File: src/rtl/cla_8bit.sv
// cla_8bit: 8-bit signed adder/subtractor built on a two-group carry-lookahead
// core, with the result, carry out and signed-overflow flag registered.
//
// Ports:
//   clk       in   1  clock, rising edge
//   rst       in   1  asynchronous active-high reset, clears all outputs
//   A         in   8  operand A (two's complement)
//   B         in   8  operand B (two's complement)
//   Add_ctrl  in   1  1 = A+B, 0 = A-B
//   SUM       out  8  registered result, modulo 2^8
//   C_out     out  1  registered carry out of bit 7 (subtract: 1 = no borrow)
//   v         out  1  registered signed-overflow flag
//
// Inputs are used combinationally; only the output stage holds state, so a
// new operation is taken every cycle with exactly one cycle of latency.

module cla_8bit (
   input  logic       clk,
   input  logic       rst,
   input  logic [7:0] A,
   input  logic [7:0] B,
   input  logic       Add_ctrl,
   output logic [7:0] SUM,
   output logic       C_out,
   output logic       v
);

   logic [7:0] bx;
   logic       c0;
   logic [7:0] g;
   logic [7:0] p;
   logic [7:0] c;
   logic       grp_g0;
   logic       grp_p0;
   logic       grp_g1;
   logic       grp_p1;
   logic       c4;
   logic       c8;
   logic [7:0] s;
   logic       vx;

   logic [7:0] sum_q, sum_d;
   logic       cout_q, cout_d;
   logic       v_q, v_d;

   // Subtraction is A + ~B + 1: invert B and inject the +1 as carry-in.
   assign bx = Add_ctrl ? B : ~B;
   assign c0 = ~Add_ctrl;

   assign g = A & bx;
   assign p = A ^ bx;

   // Lower group (bits 3:0): carries flattened to sum-of-products of g/p/c0.
   assign c[0] = c0;
   assign c[1] = g[0]
               | (p[0] & c0);
   assign c[2] = g[1]
               | (p[1] & g[0])
               | (p[1] & p[0] & c0);
   assign c[3] = g[2]
               | (p[2] & g[1])
               | (p[2] & p[1] & g[0])
               | (p[2] & p[1] & p[0] & c0);

   assign grp_g0 = g[3]
                 | (p[3] & g[2])
                 | (p[3] & p[2] & g[1])
                 | (p[3] & p[2] & p[1] & g[0]);
   assign grp_p0 = &p[3:0];

   assign c4 = grp_g0 | (grp_p0 & c0);

   // Upper group (bits 7:4): same structure, fed by the lookahead carry c4.
   assign c[4] = c4;
   assign c[5] = g[4]
               | (p[4] & c4);
   assign c[6] = g[5]
               | (p[5] & g[4])
               | (p[5] & p[4] & c4);
   assign c[7] = g[6]
               | (p[6] & g[5])
               | (p[6] & p[5] & g[4])
               | (p[6] & p[5] & p[4] & c4);

   assign grp_g1 = g[7]
                 | (p[7] & g[6])
                 | (p[7] & p[6] & g[5])
                 | (p[7] & p[6] & p[5] & g[4]);
   assign grp_p1 = &p[7:4];

   // Carry out expanded across both groups so it does not wait on c4.
   assign c8 = grp_g1
             | (grp_p1 & grp_g0)
             | (grp_p1 & grp_p0 & c0);

   assign s  = p ^ c;

   // Signed overflow: carry into the sign bit differs from carry out of it.
   assign vx = c8 ^ c[7];

   always_comb begin
      sum_d  = s;
      cout_d = c8;
      v_d    = vx;
   end

   always_ff @(posedge clk or posedge rst) begin
      if (rst) begin
         sum_q  <= 8'h00;
         cout_q <= 1'b0;
         v_q    <= 1'b0;
      end else begin
         sum_q  <= sum_d;
         cout_q <= cout_d;
         v_q    <= v_d;
      end
   end

   assign SUM   = sum_q;
   assign C_out = cout_q;
   assign v     = v_q;

endmodule

File: config.mk
export PLATFORM = sky130hd
export DESIGN_NAME = cla_8bit
export DESIGN_NICKNAME = d
export VERILOG_FILES = /design/src/rtl/cla_8bit.sv
export SDC_FILE = /design/constraint.sdc
export NUM_CORES = 1
export LEC_CHECK = 0
export CORE_UTILIZATION = 44
export DETAILED_ROUTE_END_ITERATION = 8
export PLACE_DENSITY_LB_ADDON = 0.05
export SYNTH_ARGS = -nofsm -noshare
export SYNTH_HDL_FRONTEND = slang
export SYNTH_SLANG_ARGS = --single-unit
export TNS_END_PERCENT = 5
File: constraint.sdc
create_clock -name clk -period 0.87 [get_ports clk]
set_clock_uncertainty 0.2 [all_clocks]
set_input_delay 0.1305 -clock clk [delete_from_list [all_inputs] [get_ports clk]]
set_output_delay 0.1305 -clock clk [all_outputs]
set_load 0.01 [all_outputs]
==> results of run 1 <==
-- metrics by stage --
stage / util / TNS, ns / setup WS [ns]
after CTS: 0.929 / -8.98 / -0.936
after detailed placement: 0.806 / -17.29 / -1.73
after global placement: 0.806 / -16.57 / -1.64
after floorplan: - / -7.90 / -1.16
-- cells in the mapped netlist --
| cell | instances |
|---|---|
| inv_1 | 6 |
| nand2b_1 | 1 |
| mux2_4 | 1 |
| o21bai_1 | 1 |
| dfrtp_1 | 10 |
| xnor2_1 | 14 |
| fa_1 | 1 |
| o21ai_2 | 2 |
| a21o_2 | 1 |
| nand2_1 | 1 |
| nor2_1 | 2 |
| buf_2 | 1 |
| a21oi_1 | 2 |
| a21o_1 | 1 |
| a221oi_4 | 1 |
| xor2_1 | 1 |
| and3_1 | 1 |
| nor2b_2 | 1 |
| ha_1 | 8 |
| a21oi_2 | 1 |
| a31oi_1 | 1 |
-- logic make-up after synthesis --
kind of cell | count (synthesis)
AOI/OAI and AO/OA | 10
xor gates and xnor gates | 15
and+or+nand+nor | 6
muxes | 1
DFF | 10
adders and majority gates | 9
buffers and inverters | 7
-- repair_timing --
item | in CTS
pin swaps | 24
gates resized for setup | 92
buffers inserted | 6
endpoints found under the setup margin | 20
hold endpoints to repair | 10
==> impl_metrics.ini, run 1 <==
[outcome]
lastStage = global routing
status = did not finish
tool.error = [ERROR DPL-0038] Utilization greater than 100%, impossible to legalize

[place]
io_buffers = 28
dp_cells = 114
place_congestion = 0.740
placed_area_mm2 = 0.00109
place_hpwl_um = 1220

[clock_network]
htree_num_levels = 1
clockBufferDepth = 2
cts_sinks = 10
cts-root-buf = clkbuf_4
cts_buffers = 3

[logic_synthesis]
yosys.area.top_type = dfrtp_1
synth_top_area_frac = 0.374
synth-seq-cells = 10
avgSynthCellArea_um2 = 11.5
syn-instance-count = 58
synth_mux_area_frac = 0.0224
ys_types = 21
synthSimpleGateAreaFrac = 0.0486
synth_compound_area_frac = 0.138
syn-num-nets = 86
yosys.area_share.adder = 0.179
synth_top_family_by_area = XOR/XNOR gates
ys_seq_area_frac = 0.374
syn_area_um2 = 669
synth_xor_area_frac = 0.196
synthTopCellsByArea = dfrtp_1 37%, xnor2_1 18%, ha_1 15%
yosysWarnings = 0

[die]
start_util = 0.496
ios = 29
std_cell_rows = 13
die_h_um = 41.0
die_w_um = 41.0

[global_routing]
grt_max_degree = 11

[timing]
crit_endpoint = v$_DFF_PP0_/D
worstEndpointType = register data pin
==> inputs of run 2 (changes only) <==
CORE_AREA = 2 2 63 65   (was unset)
CORE_UTILIZATION = unset   (was 44)
DIE_AREA = 0 0 65 67   (was unset)
PLACE_DENSITY_LB_ADDON = 0.15   (was 0.05)
==> run 2 against run 1 <==
Compared with the run above:
- area after synthesis stayed put
- the flow now finishes, with violations (negative setup slack)
- synthesized cell count stayed put
==> impl_metrics.ini, run 2 <==
[outcome]
status = finished with violations
violations = negative setup slack

[cells_and_area]
nets = 136
drive_above_1_share = 0.500
fillers = 358
multi_input_area_um2 = 494
n_antenna_cell = 0
final_core_util = 0.354
regArea_um2 = 250
layout_commonest_cell = buf_4
final_area_mm2 = 0.00128
area_growth_pct = 90.8
final_cell_mix = 14 x buf_4, 10 x dfrtp_1, 10 x buf_2, 8 x xnor2_1
largest_register_ffs = 8

[timing]
worst_slack_ns = -0.971
relSlewSlack = 0.704
tns_ns = -8.56
hold_violations = 0
fin_crit_sh = 2.12
slew_violations = 0
fmax_mhz = 543
fin_crit_ns = 1.84
rsz0062_at_grt = true
worst_slew_pin_slew_ns = 0.444
hold_ws_ns = 0.000729
setup_viol = 20

[logic_synthesis]
synth-seq-cells = 10
synth_edf_count = 0
yosysMostFrequentCell = xnor2_1
ys.flop_type = dfrtp_1
syn-num-nets = 86
synth_top_area_frac = 0.374
syn-instance-count = 58
synth-async-reset-ratio = 1.00
yosys.area.top_type = dfrtp_1
ys_seq_area_frac = 0.374
synthTopCellsByCount = 14 x xnor2_1, 10 x dfrtp_1, 8 x ha_1, 6 x inv_1
synthTopCellsByArea = dfrtp_1 37%, xnor2_1 18%, ha_1 15%
syn_area_um2 = 669
yosysWarnings = 0
avgSynthCellArea_um2 = 11.5
ys_types = 21

[die]
die_area_mm2 = 0.00436
start_util = 0.186
std_cell_rows = 22
die_h_um = 67
coreArea_mm2 = 0.00361
die_w_um = 65
ios = 29

[critical_path]
startpoint_type = primary input
critPathTopFamily = compound AO/OA/AOI/OAI gates
worst_setup_path_end_kind = flip-flop
critical_path.cell_chain = buf_12 -> xnor2_2 -> ha_1 -> a21o_1 -> a21oi_2 -> o21ai_4 -> a221oi_4 -> mux2_4
cp_num_buf_inv = 1
worstSetupPathType = primary input to flip-flop
worstPathArrival_ns = 1.75
cp.required_ns = 0.78
cpPeakStageDelay_ns = 0.32
path_depth = 8
crit_fanout = 7
cp_slowest_cell = ha_1
crit_start = Add_ctrl

[clock_network]
cts_sinks = 10
htree_num_levels = 1
cts-root-buf = clkbuf_8
cts_buffers = 3
clk_pin_slew_ns = 0.04
clockBufferDepth = 2
cts_tree = built
holdBufCountCts = 0

[global_routing]
overflow = 0
grt_pass1_wl_um = 2390
grt_pass1_vias = 559
grtUsageTotal = 0.0720
antenna_found_initial = 0
grt_max_degree = 11

[drt]
drtIter0Drc = 14
vias = 568
drc_errors = 0
routedWlPerCell_um = 9.69
antenna_left = 0
wirelength_um = 1490
vias_per_cell = 3.69
dr.pass1.iters = 2

[pwr]
combPwrFrac = 0.486
clockPowerShare = 0.216
switching_share = 0.290
p_sw_uw = 599
internal_power_mw = 1.46
seqPwrFrac = 0.298
ir_drop_v = 0.000409
leakagePower_nw = 0.631
power_density_mw_per_mm2 = 1620

[place]
place_ws_ns = -1.68
io_buffers = 28
place_congestion = 0.679
place_hpwl_um = 1180
placed_area_mm2 = 0.00113

[run]
max_cap_viol_count = 0

[worst_hold_path]
min_path_type = primary input to async pin
run 2: cell counts after synthesis:
No cell type changed its count.
run 2: what timing repair did:
item	CTS	global route
setup endpoints to repair	20	20
gates cloned	0	0
gates resized for setup	65	21
pin swaps	15	13
buffers inserted	4	2
run 2: cell families after synthesis:
kind of cell | Yosys count | share of synthesized area
fa+ha+maj | 9 | 0.179
compound gates | 10 | 0.138
mux | 1 | 0.0224
xor+xnor | 15 | 0.196
flops | 10 | 0.374
buf+inv | 7 | 0.0411
simple gates | 6 | 0.0486
run 2: metrics by stage:
step | instances | power, mW
final | 154 | 2.06
after global routing | 154 | 2.20
after CTS | 153 | 2.00
after detailed placement | 146 | 1.59
after global placement | 146 | 1.59
after floorplan | 58 | 1.09
run 2: path summary, 6_finish.rpt:
| check | to | slack, ns |
|---|---|---|
| min in group clk | SUM[0]$_DFF_PP0_ | 0.06 |
| worst max-delay path | v$_DFF_PP0_ | -0.97 |
| max in group asynchronous | SUM[7]$_DFF_PP0_ | 0.37 |
| worst min-delay path | SUM[3]$_DFF_PP0_ | 0.0007 |
run 2: layer usage:
layer  global-route usage  up-vias  wire [um]
met3               0.0220        2         86
met1               0.0770      263        548
met4               0.0319        0         18
met2                0.130       16        840
met5                    0        -          0
li1                     -      287          -
run 2: final cells by class:
cell class	instances	area share
Multi-Input combinational cell	41	0.387
Clock buffer	3	0.0323
Sequential cell	10	0.196
Timing Repair Buffer	46	0.320
Inverter	6	0.0176
Tap cell	48	0.0470
run 2: power by group through the flow:
stage / Clock (mW) / Sequential [mW] / Combinational, mW
2_1_floorplan: 0 / 0.705 / 0.385
4_1_cts: 0.463 / 0.618 / 0.922
3_3_place_gp: 0 / 0.630 / 0.961
6_report: 0.445 / 0.615 / 1.00
5_1_grt: 0.487 / 0.634 / 1.08
3_5_place_dp: 0 / 0.630 / 0.961
Power figures use the tool's default switching activity.
==> inputs of run 3 (changes only) <==
==> constraint.sdc (replaced) <==
create_clock -name clk -period 0.87 [get_ports clk]
set_clock_uncertainty 0.2 [all_clocks]
set_input_delay 0.174 -clock clk [delete_from_list [all_inputs] [get_ports clk]]
set_output_delay 0.174 -clock clk [all_outputs]
set_load 0.01 [all_outputs]
==> results of run 3 <==
The final DEF is identical to that of run 2. Status: finished with violations: negative setup slack.
Among the figures that moved: setup slack after placement -1.68 ns -> -1.72 ns; setup slack after layout -0.971 ns -> -1.01 ns; setup TNS -8.56 ns -> -9.43 ns; hold slack 0.000729 ns -> 0.0442 ns
